==> src/rtl/div_unit_pkg.sv <==
// Shared definitions for the EX-stage divider:
// bus widths, FSM state encodings and handshake levels.
package div_unit_pkg;

    localparam int RegWidth = 32;

    typedef logic [RegWidth-1:0]   reg_bus_t;
    typedef logic [2*RegWidth-1:0] div_result_bus_t;

    typedef enum logic [1:0] {
        DivFree   = 2'b00,
        DivByZero = 2'b01,
        DivOn     = 2'b10,
        DivEnd    = 2'b11
    } div_state_t;

    localparam logic DivResultReady    = 1'b1;
    localparam logic DivResultNotReady = 1'b0;
    localparam logic DivStart          = 1'b1;
    localparam logic DivStop           = 1'b0;

endpackage

==> src/rtl/div_unit_step.sv <==
// One restoring radix-2 iteration: shift in the next
// dividend bit, trial-subtract the divisor, emit one quotient bit.
module div_step #(
    parameter int WIDTH = 32
) (
    input  logic [WIDTH:0]   rem,
    input  logic [WIDTH-1:0] quo,
    input  logic [WIDTH:0]   dvs,
    output logic [WIDTH:0]   rem_next,
    output logic [WIDTH-1:0] quo_next
);

    logic [WIDTH:0] shifted;
    logic           take;

    // trial subtraction; keep the shifted remainder when it goes negative
    always_comb begin
        shifted  = {rem[WIDTH-1:0], quo[WIDTH-1]};
        take     = (shifted >= dvs);
        rem_next = take ? (shifted - dvs) : shifted;
        quo_next = {quo[WIDTH-2:0], take};
    end

endmodule

==> src/rtl/div_unit.sv <==
// Multi-cycle DIV/DIVU unit: one quotient bit per cycle,
// sign fix-up in a final cycle, cancellable at any point.
module div_unit
    import div_unit_pkg::*;
#(
    parameter int WIDTH = RegWidth
) (
    input  logic               clk,
    input  logic               rst,
    input  logic               div_start,
    input  logic               div_signed,
    input  logic [WIDTH-1:0]   div_opdata1,
    input  logic [WIDTH-1:0]   div_opdata2,
    input  logic               div_cancel,
    output logic               div_busy,
    output logic               div_ready,
    output logic [2*WIDTH-1:0] div_result
);

    localparam int CntW = $clog2(WIDTH + 1);
    localparam logic [CntW-1:0] CntLast = CntW'(WIDTH - 1);

    div_state_t      state;
    logic [WIDTH:0]   rem;
    logic [WIDTH:0]   dvs;
    logic [WIDTH-1:0] quo;
    logic [CntW-1:0]  cnt;
    logic             neg_quo;
    logic             neg_rem;

    logic [WIDTH:0]   rem_nx;
    logic [WIDTH-1:0] quo_nx;
    logic [WIDTH-1:0] a_abs;
    logic [WIDTH-1:0] b_abs;
    logic [WIDTH-1:0] quo_fin;
    logic [WIDTH-1:0] rem_fin;
    logic             accept;

    div_step #(.WIDTH(WIDTH)) u_step (
        .rem      (rem),
        .quo      (quo),
        .dvs      (dvs),
        .rem_next (rem_nx),
        .quo_next (quo_nx)
    );

    // operand magnitudes and final sign correction; 0x80000000 negates to
    // itself and is then read as unsigned 2^31
    always_comb begin
        accept  = (div_start == DivStart) && !div_cancel
                  && (div_ready == DivResultNotReady);
        a_abs   = (div_signed && div_opdata1[WIDTH-1]) ? -div_opdata1
                                                       : div_opdata1;
        b_abs   = (div_signed && div_opdata2[WIDTH-1]) ? -div_opdata2
                                                       : div_opdata2;
        quo_fin = neg_quo ? -quo : quo;
        rem_fin = neg_rem ? -rem[WIDTH-1:0] : rem[WIDTH-1:0];
    end

    assign div_busy = (state != DivFree);

    // divider FSM and datapath; cancel wins over every non-idle transition
    always_ff @(posedge clk) begin
        if (!rst) begin
            state      <= DivFree;
            rem        <= '0;
            dvs        <= '0;
            quo        <= '0;
            cnt        <= '0;
            neg_quo    <= 1'b0;
            neg_rem    <= 1'b0;
            div_ready  <= DivResultNotReady;
            div_result <= '0;
        end else begin
            div_ready <= DivResultNotReady;
            unique case (state)
                DivFree: begin
                    if (accept) begin
                        if (div_opdata2 == '0) begin
                            state <= DivByZero;
                        end else begin
                            rem     <= '0;
                            quo     <= a_abs;
                            dvs     <= {1'b0, b_abs};
                            neg_quo <= div_signed
                                       & (div_opdata1[WIDTH-1]
                                          ^ div_opdata2[WIDTH-1]);
                            neg_rem <= div_signed & div_opdata1[WIDTH-1];
                            cnt     <= '0;
                            state   <= DivOn;
                        end
                    end
                end
                DivByZero: begin
                    if (div_cancel) begin
                        state <= DivFree;
                    end else begin
                        div_result <= '0;
                        div_ready  <= DivResultReady;
                        state      <= DivFree;
                    end
                end
                DivOn: begin
                    if (div_cancel) begin
                        state <= DivFree;
                    end else begin
                        rem <= rem_nx;
                        quo <= quo_nx;
                        cnt <= cnt + CntW'(1);
                        if (cnt == CntLast) begin
                            state <= DivEnd;
                        end
                    end
                end
                DivEnd: begin
                    if (div_cancel) begin
                        state <= DivFree;
                    end else begin
                        div_result <= {rem_fin, quo_fin};
                        div_ready  <= DivResultReady;
                        state      <= DivFree;
                    end
                end
                default: state <= DivFree;
            endcase
        end
    end

endmodule

==> config.mk <==
export PLATFORM = sky130hd
export DESIGN_NAME = div_unit
export DESIGN_NICKNAME = d
export VERILOG_FILES = /design/src/rtl/div_unit_pkg.sv /design/src/rtl/div_unit_step.sv /design/src/rtl/div_unit.sv
export SDC_FILE = /design/constraint.sdc
export NUM_CORES = 1
export LEC_CHECK = 0
export ABC_AREA = 0
export CAP_MARGIN = 25
export CORE_MARGIN = 2
export CORE_UTILIZATION = 41
export DETAILED_ROUTE_END_ITERATION = 6
export PLACE_DENSITY = 0.6
export SYNTH_ARGS = -nofsm -noshare
export SYNTH_HDL_FRONTEND = slang
export SYNTH_SLANG_ARGS = --single-unit
export TNS_END_PERCENT = 5
==> constraint.sdc <==
create_clock -name clk -period 4.9 [get_ports clk]
set_input_delay 0.735 -clock clk [delete_from_list [all_inputs] [get_ports clk]]
set_output_delay 0.735 -clock clk [all_outputs]
set_load 0.01 [all_outputs]
==> flow_summary_export.csv <==
group,metric,value,unit
yosys,yosysSeqAreaShare,0.328,
timing,setup_tns,0,ns
route,detail-route-antenna-nets,0,
critical_path,critPathLaunchType,"input pin",
yosys,synth_cell_type_count,63,
place,place_area,0.0120,mm2
cts,clock-sinks,171,
yosys,avgSynthCellArea,7.71,um2
timing,rsz0062_at_grt,"false",
global_route,grt_usage,0.213,
finish,final-seq-area,0.00342,mm2
yosys,synth_edf_count,0,
cts,path_clk_slew,0.07,ns
power,powerDensity,285,mW/mm2
timing,finalHoldViolations,0,
yosys,synth_warnings,0,
run,drv_cap,0,
hold_path,min_path_type,"register to register",
place,pre_cts_ws,0.517,ns
floorplanning,die_x,163,um
cts,htree_levels,4,
floorplanning,start_util,0.416,
cts,cts_max_path_buffers,2,
global_route,grt_pass1_wl,45.7,mm
yosys,netlist_area,0.0104,mm2
finish,area_growth,22.1,%
route,vias_per_cell,5.35,
yosys,synth_common_cells,"nor2_1, dfxtp_1, nand2_1",
outcome,status,"completed",
route,drc_errors,0,
yosys,syn-num-nets,1459,
power,leakagePower,4.82,nW
finish,diodes,0,
route,vias,9593,
cts,postCtsResizedCells,0,
global_route,overflow,0,
place,dp_hpwl,21.8,mm
timing,finClkSkew,0.0165,ns
critical_path,rrSetupSlack,1.39,ns
route,wl_per_cell,15.9,um
cts,cts_tree,"built",
yosys,synth_top_cell_area_share,0.328,
yosys,ys_ff_latch,171,
critical_path,worstPathMaxFanout,48,
timing,fin_crit,3.93,ns
yosys,synth_top_area_cell,"dfxtp_1",
finish,nFillCells,2488,
route,wl,28.4,mm
yosys,yosys_most_used_dff,"dfxtp_1",
timing,min_period_over_period,0.803,
cts,cts_setup_buffers,0,
timing,max-slew-margin-rel,0.427,
floorplanning,num_rows,58,
critical_path,reg2reg_depth,11,
floorplanning,dieHeight,163,um
yosys,synth_area_leaders,"dfxtp_1, xor2_1, nor2_1",
finish,multi_input_area,0.00650,mm2
cts,root_buffer,"clkbuf_16",
floorplanning,core,0.0250,mm2
timing,hold_slack,0.451,ns
global_route,antenna_found_initial,0,
finish,nets,1556,
critical_path,crit_path_end_kind,"register",
critical_path,crit_path_end,"dvs[22]",
route,drt_first_iter_violations,549,
power,vdd_drop_max,214,uV
timing,slew_viol_final,0,
place,place_congestion,0.935,
timing,tightest_slew,0.858,ns
cts,numCtsBuffers,17,
critical_path,r2r_end,"rem[29]",
critical_path,r2r_start,"rem[3]",
timing,setup_ws,0.966,ns
critical_path,critPathArrivalTime,4.28,ns
cts,hold_buffers,0,
floorplanning,io_pins,135,
yosys,syn_inst,1352,
timing,fmax,254,MHz
timing,setup_violations,0,
place,numPortBuffers,134,
yosys,synth.most_common_cell,"nor2_1",
finish,design_area,0.0127,mm2
global_route,grt_pass1_vias,8725,
yosys,synthArstFlopShare,0,
critical_path,critPathKind,"input pin to register",
cts,clkLatencyLatePin,0.44,ns
critical_path,critPathLaunch,"div_opdata2[0]",
global_route,grt_max_degree,74,
finish,drive_above_1_share,0.0479,
critical_path,required,5.24,ns
route,drtPass1Iterations,5,
floorplanning,dieArea,0.0267,mm2
-- metrics by stage --
| stage | utilization | total power [mW] | std cells |
|---|---|---|---|
| after CTS | 0.506 | 3.64 | 1790 |
| after global placement | 0.480 | 2.10 | 1758 |
| after global routing | 0.508 | 3.77 | 1792 |
| after floorplan | - | 1.91 | 1352 |
| after detailed placement | 0.480 | 2.10 | 1758 |
| final | 0.508 | 3.62 | 1792 |
-- worst min path at each step --
| stage | startpoint | endpoint | slack, ns | cells past startpoint |
|---|---|---|---|---|
| after global routing | div_result[0] | div_result[0] | 0.47 | 2 |
| after global placement | div_result[26] | div_result[26] | 0.43 | 2 |
| after detailed placement | div_result[62] | div_result[62] | 0.44 | 2 |
| after CTS | div_result[0] | div_result[0] | 0.46 | 2 |
| after floorplan | dvs[11] | dvs[11] | 0.43 | 2 |
| final | div_result[50] | div_result[50] | 0.45 | 2 |
-- placed cells by master (no fill, tap or decap), types with 27 or more instances in the layout --
master	n
a211oi_1	47
nand2_1	131
ha_1	37
inv_1	52
nand3_1	27
o21ai_0	119
xor2_1	79
a21oi_1	99
nor3_1	28
a22oi_1	34
o31ai_1	28
nor2_1	181
clkdlybuf4s50_1	134
xnor2_1	72
dfxtp_1	171
-- critical path, cell delays in order --
cell and delay [ns]:
clkdlybuf4s50_1 0.47, inv_1 0.09, ha_1 0.18, or4b_1 0.45, or3_1 0.36, nor3_1 0.36, nand2_1 0.33, nor3_1 0.36
nand2b_2 0.38, buf_12 0.26, nor2_1 0.07, a211oi_1 0.21
-- logic make-up (layout without fill, tap and decap cells) --
logic type      after synthesis  count (layout)  share of synthesized area
flops                       171             171                      0.328
compound gates              402             402                      0.245
fa+ha+maj                    38              38                     0.0463
xor+xnor                    151             151                      0.127
simple gates                458             458                      0.200
mux                           5               5                    0.00480
buf+inv                     127             237                     0.0483
-- layer usage --
layer / GRT usage / vias to the layer above / routed length, um
met5: 0 / - / 0
met4: 0.0467 / 0 / 262
met3: 0.0325 / 18 / 1380
met2: 0.307 / 226 / 11600
met1: 0.330 / 4354 / 15200
li1: - / 4995 / -
-- final cells by class --
cell class                 instances  area share
timing repair buffer             151       0.120
sequential                       171       0.269
clock buffer                      18      0.0337
inverter                          54      0.0159
multi-input combinational       1054       0.511
clock inverter                    14      0.0181
tap                              330      0.0324
-- where the power goes --
group | internal (mW) | switching, mW
logic | 0.257 | 0.356
registers | 1.43 | 0.0388
clock network | 0.919 | 0.624
total | 2.60 | 1.02
-- flip-flops by register name, indices dropped and copies added (netlist names) --
name and flops:
div_result 64, dvs 32, quo 32, rem 32, cnt 6, state 2, div_ready 1, neg_quo 1
neg_rem 1
Power figures use the tool's default switching activity.
